### src/rtl/connector_pkg.sv
// Shared types and helpers for the three-port connector merge stage.
package connector_pkg;
  localparam int NPORTS = 3;

  typedef logic [1:0] port_id_t;

  // Round-robin successor over ports 0..NPORTS-1.
  function automatic port_id_t rr_next(input port_id_t p);
    return (p >= port_id_t'(NPORTS - 1)) ? port_id_t'(0) : port_id_t'(p + 2'd1);
  endfunction
endpackage

### src/rtl/connector_merge_rr_if.sv
// Port-side valid/data streams plus the merged valid/ready output of the merge stage.
interface connector_merge_rr_if #(parameter int DW = 8);
  logic          p0_valid;
  logic [DW-1:0] p0_data;
  logic          p1_valid;
  logic [DW-1:0] p1_data;
  logic          p2_valid;
  logic [DW-1:0] p2_data;
  logic          freeze;
  logic          o_ready;
  logic          o_valid;
  logic [DW-1:0] o_data;
  logic [1:0]    o_port;
  logic [2:0]    ovf;
  logic [2:0]    fill;

  modport master (
    output p0_valid, p0_data, p1_valid, p1_data, p2_valid, p2_data, freeze, o_ready,
    input  o_valid, o_data, o_port, ovf, fill
  );

  modport slave (
    input  p0_valid, p0_data, p1_valid, p1_data, p2_valid, p2_data, freeze, o_ready,
    output o_valid, o_data, o_port, ovf, fill
  );
endinterface

### src/rtl/connector_fifo.sv
// Small per-port FIFO; full is judged before any same-cycle pop, so a push on full is dropped.
module connector_fifo #(
  parameter int DW    = 8,
  parameter int DEPTH = 4
) (
  input  logic          clk,
  input  logic          rst,
  input  logic          push,
  input  logic          pop,
  input  logic [DW-1:0] din,
  output logic          full,
  output logic          empty,
  output logic [DW-1:0] head
);
  localparam int AW = $clog2(DEPTH);

  logic [DW-1:0] mem [DEPTH];
  logic [AW-1:0] rd_ptr, wr_ptr;
  logic [AW:0]   count;
  logic          do_push, do_pop;

  assign full    = (count == (AW+1)'(DEPTH));
  assign empty   = (count == '0);
  assign head    = mem[rd_ptr];
  assign do_push = push && !full;
  assign do_pop  = pop && !empty;

  always_ff @(posedge clk) begin
    if (do_push) mem[wr_ptr] <= din;
  end

  always_ff @(posedge clk) begin
    if (rst) begin
      rd_ptr <= '0;
      wr_ptr <= '0;
      count  <= '0;
    end else begin
      if (do_push) wr_ptr <= wr_ptr + AW'(1);
      if (do_pop)  rd_ptr <= rd_ptr + AW'(1);
      case ({do_push, do_pop})
        2'b10:   count <= count + (AW+1)'(1);
        2'b01:   count <= count - (AW+1)'(1);
        default: count <= count;
      endcase
    end
  end
endmodule

### src/rtl/connector_merge_rr.sv
// Merges three buffered valid-only port streams into one valid/ready stream tagged with source port.
module connector_merge_rr
  import connector_pkg::*;
#(
  parameter int DW    = 8,
  parameter int DEPTH = 4
) (
  input  logic                 clk,
  input  logic                 rst,
  connector_merge_rr_if.slave  bus
);
  logic [NPORTS-1:0]         in_vld, full, empty, pop;
  logic [NPORTS-1:0][DW-1:0] in_dat, head;

  logic          o_valid_q;
  logic [DW-1:0] o_data_q;
  port_id_t      o_port_q, last, grant, cand;
  logic [2:0]    ovf_q;
  logic          found, take, load;

  assign in_vld = {bus.p2_valid, bus.p1_valid, bus.p0_valid};
  assign in_dat = {bus.p2_data, bus.p1_data, bus.p0_data};

  for (genvar g = 0; g < NPORTS; g++) begin : g_port
    connector_fifo #(.DW(DW), .DEPTH(DEPTH)) u_fifo (
      .clk   (clk),
      .rst   (rst),
      .push  (in_vld[g]),
      .pop   (pop[g]),
      .din   (in_dat[g]),
      .full  (full[g]),
      .empty (empty[g]),
      .head  (head[g])
    );
  end

  // Search last+1, last+2, last; first non-empty FIFO wins.
  always_comb begin
    grant = last;
    found = 1'b0;
    cand  = rr_next(last);
    for (int i = 0; i < NPORTS; i++) begin
      if (!found && !empty[cand]) begin
        grant = cand;
        found = 1'b1;
      end
      cand = rr_next(cand);
    end
    take = !o_valid_q || bus.o_ready;
    load = take && !bus.freeze && found;
    pop  = '0;
    if (load) pop[grant] = 1'b1;
  end

  always_ff @(posedge clk) begin
    if (rst) begin
      o_valid_q <= 1'b0;
      o_data_q  <= '0;
      o_port_q  <= '0;
      last      <= port_id_t'(NPORTS - 1);
      ovf_q     <= '0;
    end else begin
      ovf_q <= ovf_q | (in_vld & full);
      if (load) begin
        o_valid_q <= 1'b1;
        o_data_q  <= head[grant];
        o_port_q  <= grant;
        last      <= grant;
      end else if (take) begin
        o_valid_q <= 1'b0;
      end
    end
  end

  assign bus.o_valid = o_valid_q;
  assign bus.o_data  = o_data_q;
  assign bus.o_port  = o_port_q;
  assign bus.ovf     = ovf_q;
  assign bus.fill    = ~empty;
endmodule

### src/flat_wrapper.sv
// flat-port wrapper written by rule: the top's interface ports become plain ports
module connector_merge_rr_flat import connector_pkg::*;
#(
  parameter int DW    = 8,
  parameter int DEPTH = 4
)
  (clk, rst, bus_p0_valid, bus_p0_data, bus_p1_valid, bus_p1_data, bus_p2_valid, bus_p2_data, bus_freeze, bus_o_ready, bus_o_valid, bus_o_data, bus_o_port, bus_ovf, bus_fill);
  connector_merge_rr_if #(.DW(DW)) bus_i ();
  input  logic clk;
  input  logic rst;
  input wire logic [$bits(bus_i.p0_valid)-1:0] bus_p0_valid;
  input wire logic [$bits(bus_i.p0_data)-1:0] bus_p0_data;
  input wire logic [$bits(bus_i.p1_valid)-1:0] bus_p1_valid;
  input wire logic [$bits(bus_i.p1_data)-1:0] bus_p1_data;
  input wire logic [$bits(bus_i.p2_valid)-1:0] bus_p2_valid;
  input wire logic [$bits(bus_i.p2_data)-1:0] bus_p2_data;
  input wire logic [$bits(bus_i.freeze)-1:0] bus_freeze;
  input wire logic [$bits(bus_i.o_ready)-1:0] bus_o_ready;
  output wire logic [$bits(bus_i.o_valid)-1:0] bus_o_valid;
  output wire logic [$bits(bus_i.o_data)-1:0] bus_o_data;
  output wire logic [$bits(bus_i.o_port)-1:0] bus_o_port;
  output wire logic [$bits(bus_i.ovf)-1:0] bus_ovf;
  output wire logic [$bits(bus_i.fill)-1:0] bus_fill;
  assign bus_i.p0_valid = bus_p0_valid;
  assign bus_i.p0_data = bus_p0_data;
  assign bus_i.p1_valid = bus_p1_valid;
  assign bus_i.p1_data = bus_p1_data;
  assign bus_i.p2_valid = bus_p2_valid;
  assign bus_i.p2_data = bus_p2_data;
  assign bus_i.freeze = bus_freeze;
  assign bus_i.o_ready = bus_o_ready;
  assign bus_o_valid = bus_i.o_valid;
  assign bus_o_data = bus_i.o_data;
  assign bus_o_port = bus_i.o_port;
  assign bus_ovf = bus_i.ovf;
  assign bus_fill = bus_i.fill;
  connector_merge_rr #(.DW(DW), .DEPTH(DEPTH)) u_core (.clk(clk), .rst(rst), .bus(bus_i));
endmodule
### config.mk
export PLATFORM = sky130hd
export DESIGN_NAME = connector_merge_rr_flat
export DESIGN_NICKNAME = d
export VERILOG_FILES = /design/src/rtl/connector_pkg.sv /design/src/rtl/connector_merge_rr_if.sv /design/src/rtl/connector_fifo.sv /design/src/rtl/connector_merge_rr.sv /design/src/flat_wrapper.sv
export SDC_FILE = /design/constraint.sdc
export NUM_CORES = 1
export LEC_CHECK = 0
export ABC_AREA = 1
export CAP_MARGIN = 5
export CORE_MARGIN = 2
export CORE_UTILIZATION = 55
export DETAILED_ROUTE_END_ITERATION = 8
export DONT_BUFFER_PORTS = 1
export PLACE_DENSITY = 0.7
export SETUP_SLACK_MARGIN = 0.2
export SYNTH_ARGS = -nofsm -noshare
export SYNTH_HDL_FRONTEND = slang
export SYNTH_SLANG_ARGS = --single-unit
### constraint.sdc
create_clock -name clk -period 7.8 [get_ports clk]
set_input_delay 1.17 -clock clk [delete_from_list [all_inputs] [get_ports clk]]
set_output_delay 1.17 -clock clk [all_outputs]
set_load 0.02 [all_outputs]
==> flow_results.org, run 1 <==
** Setup path
- Cell-by-cell listing of the critical path :: nor2_4, nand3_1, nand2_1, nor2_2, nor2_4, nand2_1, nand3_2, inv_1, nand3_2, inv_2, ha_1, inv_1, fa_1, a21oi_1, o21ai_0, o21ai_0, a21oi_1
- Start-to-end type of the worst setup path :: flip-flop to flip-flop
- Critical Path Start Type :: flip-flop
- Slowest stage delay, CP :: 0.61 ns
- Max FO, Critical Path :: 14
- CP endpoint kind :: flip-flop
- Capturing point of the worst reg2reg path :: u_core.g_port[0].u_fifo.count[2]$_SDFFE_PP0P_
- Counting cells, the worst reg-to-reg path comes to 17.
- Slowest cell on the critical path :: sky130_fd_sc_hd__dfxtp_1
- Worst EP required :: slightly above 8 ns
- Arrival @ worst endpoint :: approximately 3.8 ns
- Reg-to-reg critical path startpoint :: u_core.last[0]$_SDFFE_PP0N_
- Setup slack on the worst flop-to-flop path :: around 4.4 ns

** Clock network
- CTS resizes :: 0
- Maximum clock insertion buffer count :: 2
- Number of levels in the clock H-tree :: 4
- In this run the post-CTS setup repair buffer count came out at 0.
- Buffers inserted to repair hold after CTS numbered 0.
- At the later pin of the worst-skew pair, clock insertion delay measures approximately 0.52 ns.
- TritonCTS built the clock tree.
- Clock tree synthesis selected as its root buffer the cell sky130_fd_sc_hd__clkbuf_8.
- TritonCTS Buffers :: 17
- Clk slew on worst S/H paths :: ~0.06 ns
- For this design, the sink count on the clock tree is 138.

** Job
- Number of maximum-capacitance violations :: 0

** Timing
- Setup repair after global routing left no endpoint under its margin.
- Final hold violation count :: 0
- Timing would allow up to about 300 MHz.
- Final period utilization :: 0.4325
- For the pin with the worst max-slew slack, the measured transition is 0.8471 ns.
- Final-report max-slew violation count :: 0
- On the final layout, the worst clock skew is between 0.005 and 0.006 ns.
- Total of endpoints with negative setup slack in the final report :: 0
- TNS Setup :: 0 ns
- For the finished layout, the period the worst path requires is between 3 and 4 ns.
- Remaining max-slew budget at the tightest pin :: 0.4332

** GRT
- The total overflow left after global routing is 0.
- Pin count of the biggest net entering global routing :: 25
- Via count of the first global-routing pass :: a little under 4,000
- For this run, the total global-route usage over all layers was measured as 0.2120.
- The first global-routing pass estimated around 19,000 µm of wire.
- The initial antenna violation count was 0.

** Detailed routing
- Wire segments on met2 add up to approximately 5600 µm in the final route.
- DR vias/cell :: 5.449
- Detail-routed net length per standard cell :: between 15 and 20 µm
- WL met3 :: 691 µm
- The detail route stage leaves a number of antenna-violating nets equal to 0.
- First-pass detailed-route iteration total :: 4
- For this run, design rule violations remaining after detail routing come to 0.
- Met1 WL :: around 4900 µm
- The first routing iteration left approximately 220 violations.
- Uppermost routed layer :: met4
- Post-detailed-routing wire length :: roughly 11,000 µm
- Number of vias in the routed layout :: about 3,800

** Cells and area
- Final cell count without fillers :: roughly 700
- Sequential cell area in the final layout :: roughly 3700 µm²
- Multi-input combinational cell area :: 1842 µm²
- Layout-stage area growth over the synthesis result :: 10.94%
- Final net count :: about 600
- Antenna Diode Count :: 0
- Share of layout cells above drive strength 1 :: 0.08803
- Number of fill cells :: slightly above 800

** Yosys
- Of all cell types, the one taking the most synthesized area is sky130_fd_sc_hd__edfxtp_1.
- The share of synthesized area in the top cell type comes to 0.4874.
- The number of different library cells used by synthesis comes to 30.
- Averaged over all synthesized cells, the footprint is 10.75 µm².
- The mapped netlist covers about 5900 µm².
- Flip-flop cell with the highest count after synthesis :: sky130_fd_sc_hd__edfxtp_1
- Register area share after synthesis :: 0.6296
- Synthesis inferred between 100 and 150 register bits.
- Top cells by area, synth :: sky130_fd_sc_hd__edfxtp_1 (49%), sky130_fd_sc_hd__dfxtp_1 (14%), sky130_fd_sc_hd__o21ai_0 (6.3%), sky130_fd_sc_hd__nor2_1 (4.8%), sky130_fd_sc_hd__inv_1 (4.3%)
- EDFF count, synth :: 96
- Yosys printed 0 warnings.
- When the netlist entered floorplanning its net count stood at ~600.
- Counting flops with an async set or reset pin after synthesis yields a share of 0.
- The cell count after synthesis came out at 550.
- Cell types with the highest counts after synthesis :: sky130_fd_sc_hd__edfxtp_1 (96), sky130_fd_sc_hd__nor2_1 (76), sky130_fd_sc_hd__o21ai_0 (74)
- Most common cell in the synthesized netlist :: sky130_fd_sc_hd__edfxtp_1

** Hold path
- Instance count along the most critical hold path :: 2
- The min-delay analysis places its worst path in the category flip-flop to flip-flop.
- The worst hold path begins at u_core.g_port[1].u_fifo.count[2]$_SDFFE_PP0P_.
- For hold timing, the worst endpoint is u_core.bus.ovf[1]$_SDFF_PP0_.

** Die
- Vert. Die Dim :: between 100 and 150 µm
- In this run the core area contains 37 standard-cell rows.
- Measured along the x axis, the die boundary spans 107.7 µm.
- between 40 and 50 I/O pins were placed.
- For this configuration, the core starts out at a cell density of 0.5703.
- The die covers around 12,000 µm².
- The core region is 10,370 µm².

** Pwr
- Power density over cell area :: between 400 and 500 nW/µm²
- Summed over all cells, the static leakage comes to around 2.4 nW.
- The worst-case IR drop observed on VDD is ~0.00023 V.

** Placement
- Routability-driven placement finished with a final weighted congestion of around 0.80.
- Once detailed placement completed, the half-perimeter wirelength came to approximately 8000 µm.
- Count of buffers from port buffering :: 0
- Including well taps, the total number of placed cells is ~670.

** Status
- Run status :: completed
==> flip-flops by register name, indices dropped and copies added, names as in the netlist, named ones only <==
name and cells:
u_core.g_port.u_fifo.rd_ptr 6, u_core.g_port.u_fifo.wr_ptr 6, u_core.bus.o_data 8, u_core.g_port.u_fifo.count 9, u_core.last 2, u_core.bus.ovf 3
u_core.g_port.u_fifo.mem 96, u_core.bus.o_valid 1, u_core.bus.o_port 1
==> kinds of logic after synthesis <==
group | Yosys count | synth area share
adder cells (fa/ha/maj) | 18 | 0.04189
AND/OR/NAND/NOR | 163 | 0.1352
XOR/XNOR | 3 | 0.004443
AO/OA/AOI/OAI | 144 | 0.1299
flip-flops | 138 | 0.6296
buffers and inverters | 84 | 0.05902
==> worst max-delay path, delay by kind of cell (launching register included) <==
kind            cells  cell delay [ns]
compound gates      4             0.46
buf+inv             3             0.60
flops               1             0.61
simple gates        8             1.00
fa+ha+maj           2             0.57
==> worst max-delay path by stage <==
| stage | to | slack [ns] | start |
|---|---|---|---|
| finish | u_core.g_port[0].u_fifo.count[2]$_SDFFE_PP0P_ | 4.43 | u_core.last[0]$_SDFFE_PP0N_ |
| detailed placement | u_core.g_port[0].u_fifo.count[2]$_SDFFE_PP0P_ | 4.36 | bus_o_ready |
| global route | u_core.g_port[0].u_fifo.count[2]$_SDFFE_PP0P_ | 4.07 | u_core.last[0]$_SDFFE_PP0N_ |
| floorplan | u_core.g_port[0].u_fifo.count[2]$_SDFFE_PP0P_ | 5.02 | bus_o_ready |
| global placement | u_core.g_port[0].u_fifo.count[2]$_SDFFE_PP0P_ | 4.46 | bus_o_ready |
| CTS | u_core.g_port[0].u_fifo.count[2]$_SDFFE_PP0P_ | 4.42 | u_core.last[0]$_SDFFE_PP0N_ |
==> power breakdown <==
group	total [mW]	switching [mW]	internal, mW
combinational	1.09	0.750	0.341
clock	0.758	0.294	0.465
sequential	1.08	0.154	0.923
total	2.93	1.20	1.73
==> through the flow <==
stage	instance area (µm²)	hold slack, ns	total power, mW	utilization	worst slack, ns
floorplan	5914	0.4435	1.994	-	5.018
global placement	5998	0.4538	2.144	0.5784	4.460
detailed placement	5998	0.4749	2.181	0.5784	4.363
CTS	6561	0.4831	2.942	0.6327	4.420
global route	6561	0.5186	3.127	0.6327	4.069
finish	6561	0.4869	2.926	0.6327	4.427
==> cell usage in the layout (no fill, tap or decap), types with 2 or more instances in the layout <==
cell	n
sky130_fd_sc_hd__nor2_2	3
sky130_fd_sc_hd__clkbuf_8	2
sky130_fd_sc_hd__nor2_1	76
sky130_fd_sc_hd__inv_1	68
sky130_fd_sc_hd__nand3b_1	8
sky130_fd_sc_hd__a21oi_1	43
sky130_fd_sc_hd__clkbuf_16	16
sky130_fd_sc_hd__nor2_4	5
sky130_fd_sc_hd__xor2_1	3
sky130_fd_sc_hd__inv_2	2
sky130_fd_sc_hd__o22ai_1	24
sky130_fd_sc_hd__nand2_2	3
sky130_fd_sc_hd__bufinv_16	2
sky130_fd_sc_hd__clkinv_4	4
sky130_fd_sc_hd__ha_1	15
sky130_fd_sc_hd__edfxtp_1	96
sky130_fd_sc_hd__dfxtp_1	42
sky130_fd_sc_hd__nand3_1	19
sky130_fd_sc_hd__o21ai_0	74
sky130_fd_sc_hd__fa_1	3
sky130_fd_sc_hd__nand2_1	40
sky130_fd_sc_hd__clkbuf_1	4
sky130_fd_sc_hd__nand3_2	4
==> metal layers <==
metal	vias to the layer above	GRT usage
met3	18	0.07082
met4	0	0.07601
met5	-	0
met2	83	0.3531
met1	1834	0.2575
li1	1901	-
==> cell type report <==
type,count,share of cell area
clock buffers,22,0.06751
clock inverters,10,0.01831
inverters,70,0.04005
multi-input cells,328,0.2807
flip-flops and latches,138,0.5675
well taps,136,0.02593
Note: power is estimated with default switching activity, not from simulation.
==> run 2, diff against run 1 <==
- clock period: 7.8 -> 3.3 ns (I/O delays scaled with it)
==> flow_results.org, run 2 (same netlist as run 1, synthesis figures left out) <==
** Status
- Run status :: completed

** Cells and area
- Layout-stage area growth over the synthesis result :: 13.56%
- Final cell count without fillers :: 709 (+0.71%)
- The number of nets in the layout is 609 (+0.83%).
- The number of diodes added for antenna fixing came to 0 (unchanged).
- Most frequent cells in the layout :: sky130_fd_sc_hd__edfxtp_1 (96), sky130_fd_sc_hd__nor2_1 (76), sky130_fd_sc_hd__o21ai_0 (73)
- The post-route core utilization came to 0.6477 (+0.01496).
- Commonest non-fill, non-tap cell in the layout :: sky130_fd_sc_hd__edfxtp_1
- Share of layout cells above drive strength 1 :: 0.1099 (+0.02192)
- More flip-flops sit in one register than any other, and that register is u_core.g_port.u_fifo.mem.
- Max reg flops :: 96 (unchanged)

** Pwr
- Power density over cell area :: 1112 nW/µm² (+150%)
- Reported net switching power :: 2.965 mW (+150%)
- The highest ir drop seen on vdd was 0.0006023 V (+160%).
- Share of power burned in the clock network :: 0.285 (+0.026)
- The total leakage power came to 2.521 nW (+2.9%).
- The combinational power share is 0.373 (about the same).
- Total chip power :: 7.471 mW (+160%)
- Sequential share of power :: 0.342 (-0.026)
- Internal power contribution :: 4.505 mW (+160%)
- Switching power share of the total :: 0.3969 (-0.01226)

** Timing
- The headroom to the max-slew limit was 0.4315 (-0.001660).
- Transition time of the tightest slew-check pin :: 0.8496 ns (+0.002481 ns)
- The number of failing hold endpoints at the final stage was 0 (unchanged).
- Total of endpoints with negative setup slack in the final report :: 0 (unchanged)
- The clock period minus worst slack was 2.828 ns (-0.5458 ns).
- Layout Skew :: 0.008194 ns (+0.003027 ns)
- Final period utilization :: 0.8568 (+0.4244)
- The max-slew violation count was 0 (unchanged).
- TNS Setup :: 0 ns (unchanged)
- The maximum clock frequency was 353.7 MHz (+19%).
- Setup repair after global routing left no endpoint under its margin.

** Job
- The number of maximum-capacitance constraint violations was 0 (unchanged).

** Setup path
- The endpoint identified for the worst register-to-register timing path is u_core.g_port[0].u_fifo.count[2]$_SDFFE_PP0P_.
- CP endpoint kind :: flip-flop
- Max FO, Critical Path :: 9 (-5)
- CP Buf/Inv Count :: 3 (unchanged)
- Cell-by-cell listing of the critical path :: inv_1, nand2_2, nand2_1, nand3_2, nand2_2, nand2_1, nand2_2, nand2_4, nand2_8, nand3_2, inv_2, ha_1, inv_1, fa_1, a21oi_1, o21ai_0, o21ai_1, a21oi_1
- The arrival time at the worst endpoint came to 3.24 ns (-0.53 ns).
- In this design, the critical path's most frequently occurring cell is sky130_fd_sc_hd__nand2_2.
- Reg-to-reg critical path startpoint :: u_core.g_port[0].u_fifo.count[2]$_SDFFE_PP0P_
- Setup slack on the worst flop-to-flop path :: 0.47 ns (-3.95 ns)
- Crit path max-delay family :: simple AND/OR/NAND/NOR gates
- For this design, the slowest cell found on the critical path is sky130_fd_sc_hd__fa_1.
- The worst stage delay on the critical path came to 0.44 ns (-0.17 ns).
- Depth of the worst register-to-register path :: 18 (+1)
- Start-to-end type of the worst setup path :: flip-flop to flip-flop
- Worst EP required :: 3.71 ns (-4.49 ns)
- Critical Path Start Type :: flip-flop

** Hold path
- Tightest Hold Check Type :: primary input to flip-flop
- Instance count along the most critical hold path :: 1 (-1)
- Hold path start :: rst

** Clock network
- The count of H-tree levels built during CTS is 4 (unchanged).
- The TritonCTS buffer count was 17 (unchanged).
- Maximum clock insertion buffer count :: 2 (unchanged)
- CTS tree :: yes
- Clk slew on worst S/H paths :: 0.06 ns (about the same)
- The clock latency reported for the late side of the worst-skew pair was 0.53 ns (about the same).
- Sinks on the clock net :: 138 (unchanged)
- Clock tree synthesis selected as its root buffer the cell sky130_fd_sc_hd__clkbuf_8.

** Detailed routing
- The detail-routed via count per cell was 5.496 (+0.87%).
- Remaining routing DRC violations :: 0 (unchanged)
- First-pass detailed-route iteration total :: 4 (unchanged)
- Detail-routed net length per standard cell :: 17.15 µm (+5.8%)
- Number of antenna-violating nets in the routed design :: 0 (unchanged)
- Iteration-0 DRC Markers :: 259 (+19%)
- Number of vias in the routed layout :: 3,897 (+1.6%)
- Post-detailed-routing wire length :: 12,160 µm (+6.6%)

** Die
- The starting utilization of the core area was 0.5703 (unchanged).
- The number of top-level pins was 48 (unchanged).
- CORE AREA :: 10,370 µm² (unchanged)
- Cell Rows :: 37 (unchanged)
- The width of the die came to 107.7 µm (unchanged).
- The die area came to 11,600 µm² (unchanged).
- Vert. Die Dim :: 107.7 µm (unchanged)

** GRT
- Wire length of the first global-routing pass :: 19,640 µm (+5.8%)
- The pin count of the biggest net entering global routing came to 25 (unchanged).
- The number of global-route vias before repair is 3,963 (+2.8%).
- The combined global-route utilization of all metal layers came to 0.2276 (+0.01555).
- Number of antenna violations at the first check in global routing :: 0 (unchanged)
- Aggregate global routing overflow :: 0 (unchanged)

** Placement
- Gpl congestion :: 0.8209 (+3.0%)
- The count of placed standard cells including taps was 675 (+0.45%).
- The total half-perimeter wirelength after legalization and detailed placement came to 8129 µm (+4.2%).
- Count of buffers from port buffering :: 0 (unchanged)
==> run 2: timing repair <==
action / 4_1_cts / 5_1_grt
hold buffers: 0 / 0
buffers inserted: 0 / 2
endpoints found under the setup margin: 0 / 3
resized for setup: 0 / 7
==> run 2: layer usage <==
metal  global-route usage  wire length [µm]
met1               0.2678              4828
met3              0.07324               737
met2               0.3917              6423
met4              0.07967               167
met5                    0                 0
==> run 2: layout make-up <==
cell class                      count  area (µm²)
Fill cell                         797        3654
Sequential cell                   138        3725
Clock inverter                     14       244.0
Inverter                           70       262.8
Tap cell                          136       170.2
Multi-Input combinational cell    328        1859
Clock buffer                       18       417.9
Timing Repair Buffer                5       37.54
==> run 2: metrics by stage <==
step           hold slack [ns]  setup slack, ns  instance area, µm²
5_1_grt                0.01616           0.2050                6716
4_1_cts                0.01298           0.2877                6683
6_report               0.02960           0.4725                6716
2_1_floorplan           0.4435           0.7009                5914
3_3_place_gp            0.4549           0.4824                6021
3_5_place_dp            0.4676           0.3670                6021
==> run 2: worst reg2reg max path, delay by kind of cell, from the launching register on <==
family / cells / cell delay (ns)
buffers and inverters: 3 / 0.34
AOI/OAI and AO/OA: 4 / 0.48
DFF: 1 / 0.33
and+or+nand+nor: 9 / 0.98
adders and majority gates: 2 / 0.58
==> run 2: worst max-delay path by stage <==
stage / cells after the start / to / start
after global routing: 18 / u_core.g_port[0].u_fifo.count[2]$_SDFFE_PP0P_ / u_core.g_port[2].u_fifo.count[0]$_SDFFE_PP0P_
after CTS: 15 / u_core.g_port[0].u_fifo.count[2]$_SDFFE_PP0P_ / u_core.last[0]$_SDFFE_PP0N_
after global placement: 15 / u_core.g_port[0].u_fifo.count[2]$_SDFFE_PP0P_ / u_core.last[0]$_SDFFE_PP0N_
after detailed placement: 15 / u_core.g_port[0].u_fifo.count[2]$_SDFFE_PP0P_ / u_core.last[0]$_SDFFE_PP0N_
after floorplan: 18 / u_core.g_port[0].u_fifo.count[2]$_SDFFE_PP0P_ / u_core.g_port[1].u_fifo.count[1]$_SDFFE_PP0P_
final: 18 / u_core.g_port[0].u_fifo.count[2]$_SDFFE_PP0P_ / u_core.g_port[0].u_fifo.count[2]$_SDFFE_PP0P_
==> run 2: power by group through the flow <==
stage               sequential (mW)  combinational [mW]  clock, mW
finish                         2.56                2.79       2.13
global route                   2.60                3.16       2.21
CTS                            2.55                2.68       2.15
detailed placement             2.58                2.65          0
global placement               2.57                2.54          0
floorplan                      2.45                2.27          0
==> run 3, diff against run 2 <==
- CELL_PAD_IN_SITES_DETAIL_PLACEMENT: default -> 0
- CELL_PAD_IN_SITES_GLOBAL_PLACEMENT: default -> 2
- CORE_UTILIZATION: 55 -> 42
- PLACE_DENSITY: 0.7 -> default
- PLACE_DENSITY_LB_ADDON: default -> 0.1
- SKIP_CTS_REPAIR_TIMING: default -> 1
- SLEW_MARGIN: default -> 0
==> flow_results.org, run 3 (same netlist as run 1, synthesis figures left out) <==
** Setup path
- The required time at the endpoint of the critical path was 3.60 ns (-0.11 ns).
- Slowest stage delay, CP :: 0.50 ns (+0.06 ns)
- Arrival @ worst endpoint :: 3.07 ns (-0.17 ns)
- In this run the critical register-to-register path is launched from u_core.last[0]$_SDFFE_PP0N_.
- The highest fanout seen on the critical path is 5 (-4).
- The register-to-register setup slack came to 0.54 ns (+0.06 ns).
- The depth of the worst register-to-register path came to 17 (-1).
- STA classifies the critical path startpoint as a flip-flop.
- Cell-by-cell listing of the critical path :: nor2_4, nand3_1, nand2_1, nor2_2, nor2_4, nand2_1, nand3_2, inv_1, nand3_2, inv_2, ha_1, inv_1, fa_1, a21oi_1, o21ai_0, o21ai_0, a21oi_1
- Start-to-end type of the worst setup path :: flip-flop to flip-flop
- CP endpoint kind :: flip-flop
- The worst register-to-register path ends at u_core.g_port[0].u_fifo.count[2]$_SDFFE_PP0P_.
- The slowest stage of the critical path belongs to the cell sky130_fd_sc_hd__dfxtp_1.

** Die
- Vert. Die Dim :: 122.7 µm (+14%)
- The starting utilization of the core area came to 0.4277 (-0.1426).
- CORE AREA :: 13,830 µm² (+33%)
- Die footprint :: 15,050 µm² (+30%)
- Die width :: 122.7 µm (+14%)
- Cell Rows :: 43 (+16%)
- The number of top-level pins came to 48 (unchanged).

** Timing
- The maximum clock frequency is 361.9 MHz (+2.3%).
- Setup repair after global routing missed its margin :: false
- Final-report max-slew violation count :: 0 (unchanged)
- Worst hold slack across all endpoints :: 0.1374 ns (+0.1078 ns)
- The final clock skew came to 0.008136 ns (-0.00005757 ns).
- Remaining max-slew budget at the tightest pin :: 0.4418 (+0.01027)
- Final hold violation count :: 0 (unchanged)
- Post-layout min period :: 2.763 ns (-0.06424 ns)
- TNS Setup :: 0 ns (unchanged)
- Transition time of the tightest slew-check pin :: 0.8342 ns (-0.01535 ns)
- The total setup violations reported at the end of the flow is 0 (unchanged).
- The post-route clock period utilization is 0.8374 (-0.01947).

** Placement
- Sum of net half-perimeters after detailed placement :: 8539 µm (+5.0%)
- The port buffer count came to 0 (unchanged).
- The count of placed standard cells including taps came to 722 (+7.0%).
- The weighted congestion at the end of routability-driven global placement is 0.7904 (-3.7%).

** Pwr
- IR Drop Worst-Case VDD :: 0.0005883 V (-2.3%)
- The cell internal power dissipation is 4.565 mW (+1.3%).
- The overall power after layout came to 7.498 mW (+0.36%).
- The power density over the cells is 1100 nW/µm² (-1.1%).
- Switching power share of the total :: 0.3911 (-0.005824)
- The combinational power share is 0.376 (+0.003).
- Share of power burned in the clock network :: 0.292 (+0.007)
- Lkg Pwr :: 2.548 nW (+1.0%)
- The sequential power share was 0.332 (-0.010).
- Reported net switching power :: 2.932 mW (-1.1%)

** Clock network
- Worst skew pair latency :: 0.42 ns (-0.11 ns)
- The TritonCTS buffer count was 17 (unchanged).
- The deepest clock path buffer count is 2 (unchanged).
- Clk slew on worst S/H paths :: 0.06 ns (about the same)
- The count of H-tree levels built during CTS is 4 (unchanged).
- CTS tree :: yes
- The tree is rooted in a sky130_fd_sc_hd__clkbuf_16.
- The total clock sinks was 138 (unchanged).

** Cells and area
- Layout-stage area growth over the synthesis result :: 15.23%
- The number of nets in the layout is 612 (+0.49%).
- The number of diodes added for antenna fixing is 0 (unchanged).
- Final cell count without fillers :: 756 (+6.6%)
- The share of final-layout standard cells stronger than drive strength 1 was 0.1146 (+0.004636).
- Counting flops per register, the top entry is u_core.g_port.u_fifo.mem.
- The flip-flop count of the largest register, all copies and words added came to 96 (unchanged).
- Leaving out fill and tap cells, the most frequent cell in the layout is sky130_fd_sc_hd__edfxtp_1.
- Most frequent cells in the layout :: sky130_fd_sc_hd__edfxtp_1 (96), sky130_fd_sc_hd__nor2_1 (76), sky130_fd_sc_hd__o21ai_0 (74)

** Detailed routing
- First-pass detailed-route iteration total :: 4 (unchanged)
- DR vias/cell :: 5.034 (-8.4%)
- The count of antenna-violating nets left after detailed routing was 0 (unchanged).
- Post-detailed-routing wire length :: 12,350 µm (+1.6%)
- The number of design-rule violations left by the first detailed-router iteration came to 267 (+3.1%).
- The DRC violation count after routing is 0 (unchanged).
- The total via count after detailed routing was 3,806 (-2.3%).
- Detail-routed net length per standard cell :: 16.34 µm (-4.7%)

** GRT
- The number of global-route vias before repair came to 3,723 (-6.1%).
- Pin count of the biggest net entering global routing :: 25 (unchanged)
- The combined global-route utilization of all metal layers came to 0.1778 (-0.04973).
- Number of antenna violations at the first check in global routing :: 0 (unchanged)
- Aggregate global routing overflow :: 0 (unchanged)
- Wire length of the first global-routing pass :: 19,680 µm (+0.17%)

** Status
- Run status :: completed

** Hold path
- Hold path start :: rst
- Tightest Hold Check Type :: primary input to flip-flop
- Instance count along the most critical hold path :: 1 (unchanged)
- Hold-critical path endpoint :: u_core.bus.ovf[1]$_SDFF_PP0_

** Job
- The number of maximum-capacitance constraint violations is 0 (unchanged).
[run 3: through the flow]
stage	util	setup slack [ns]	cell area, µm²
after global placement	0.4410	0.4402	6098
after floorplan	-	0.7009	5914
after detailed placement	0.4410	0.4153	6098
final	0.4929	0.5367	6815
after CTS	0.4905	0.3935	6783
after global routing	0.4929	0.2151	6815
[run 3: power groups by stage]
stage	combinational [mW]	sequential [mW]	clock [mW]
2_1_floorplan	2.27	2.45	0
3_3_place_gp	2.75	2.52	0
3_5_place_dp	2.76	2.53	0
4_1_cts	2.77	2.49	2.22
5_1_grt	3.25	2.53	2.30
6_report	2.82	2.49	2.19
[run 3: worst max path at each step]
| stage | startpoint | to | cells past startpoint |
|---|---|---|---|
| floorplan | u_core.g_port[1].u_fifo.count[1]$_SDFFE_PP0P_ | u_core.g_port[0].u_fifo.count[2]$_SDFFE_PP0P_ | 18 |
| global placement | u_core.g_port[1].u_fifo.count[1]$_SDFFE_PP0P_ | u_core.g_port[0].u_fifo.count[2]$_SDFFE_PP0P_ | 18 |
| detailed placement | u_core.g_port[1].u_fifo.count[1]$_SDFFE_PP0P_ | u_core.g_port[0].u_fifo.count[2]$_SDFFE_PP0P_ | 16 |
| CTS | u_core.g_port[1].u_fifo.count[1]$_SDFFE_PP0P_ | u_core.g_port[0].u_fifo.count[2]$_SDFFE_PP0P_ | 16 |
| global route | u_core.last[0]$_SDFFE_PP0N_ | u_core.g_port[0].u_fifo.count[2]$_SDFFE_PP0P_ | 17 |
| finish | u_core.last[0]$_SDFFE_PP0N_ | u_core.g_port[0].u_fifo.count[2]$_SDFFE_PP0P_ | 17 |
[run 3: final cells by class]
cell class / count / area (µm²)
fill: 1234 / 7012
sequential: 138 / 3724
multi-input combinational: 328 / 1859
clock buffer: 17 / 425.4
inverter: 70 / 262.8
clock inverter: 15 / 259.0
tap: 180 / 225.2
timing repair buffer: 8 / 60.06
[run 3: critical path, delay by kind of cell (launching register included)]
kind | cells | cell delay, ns
adder cells (fa/ha/maj) | 2 | 0.56
AO/OA/AOI/OAI | 4 | 0.47
flip-flops | 1 | 0.50
buffers and inverters | 3 | 0.30
AND/OR/NAND/NOR | 8 | 0.80
[run 3: routing by layer]
metal,wire (µm),part of all wire,GRT usage,vias to the layer above
li1,-,-,-,1923
met2,6143,0.50,0.2852,55
met3,637,0.052,0.06924,11
met5,0,0,0,-
met4,104,0.0084,0.05029,0
met1,5466,0.44,0.2236,1817
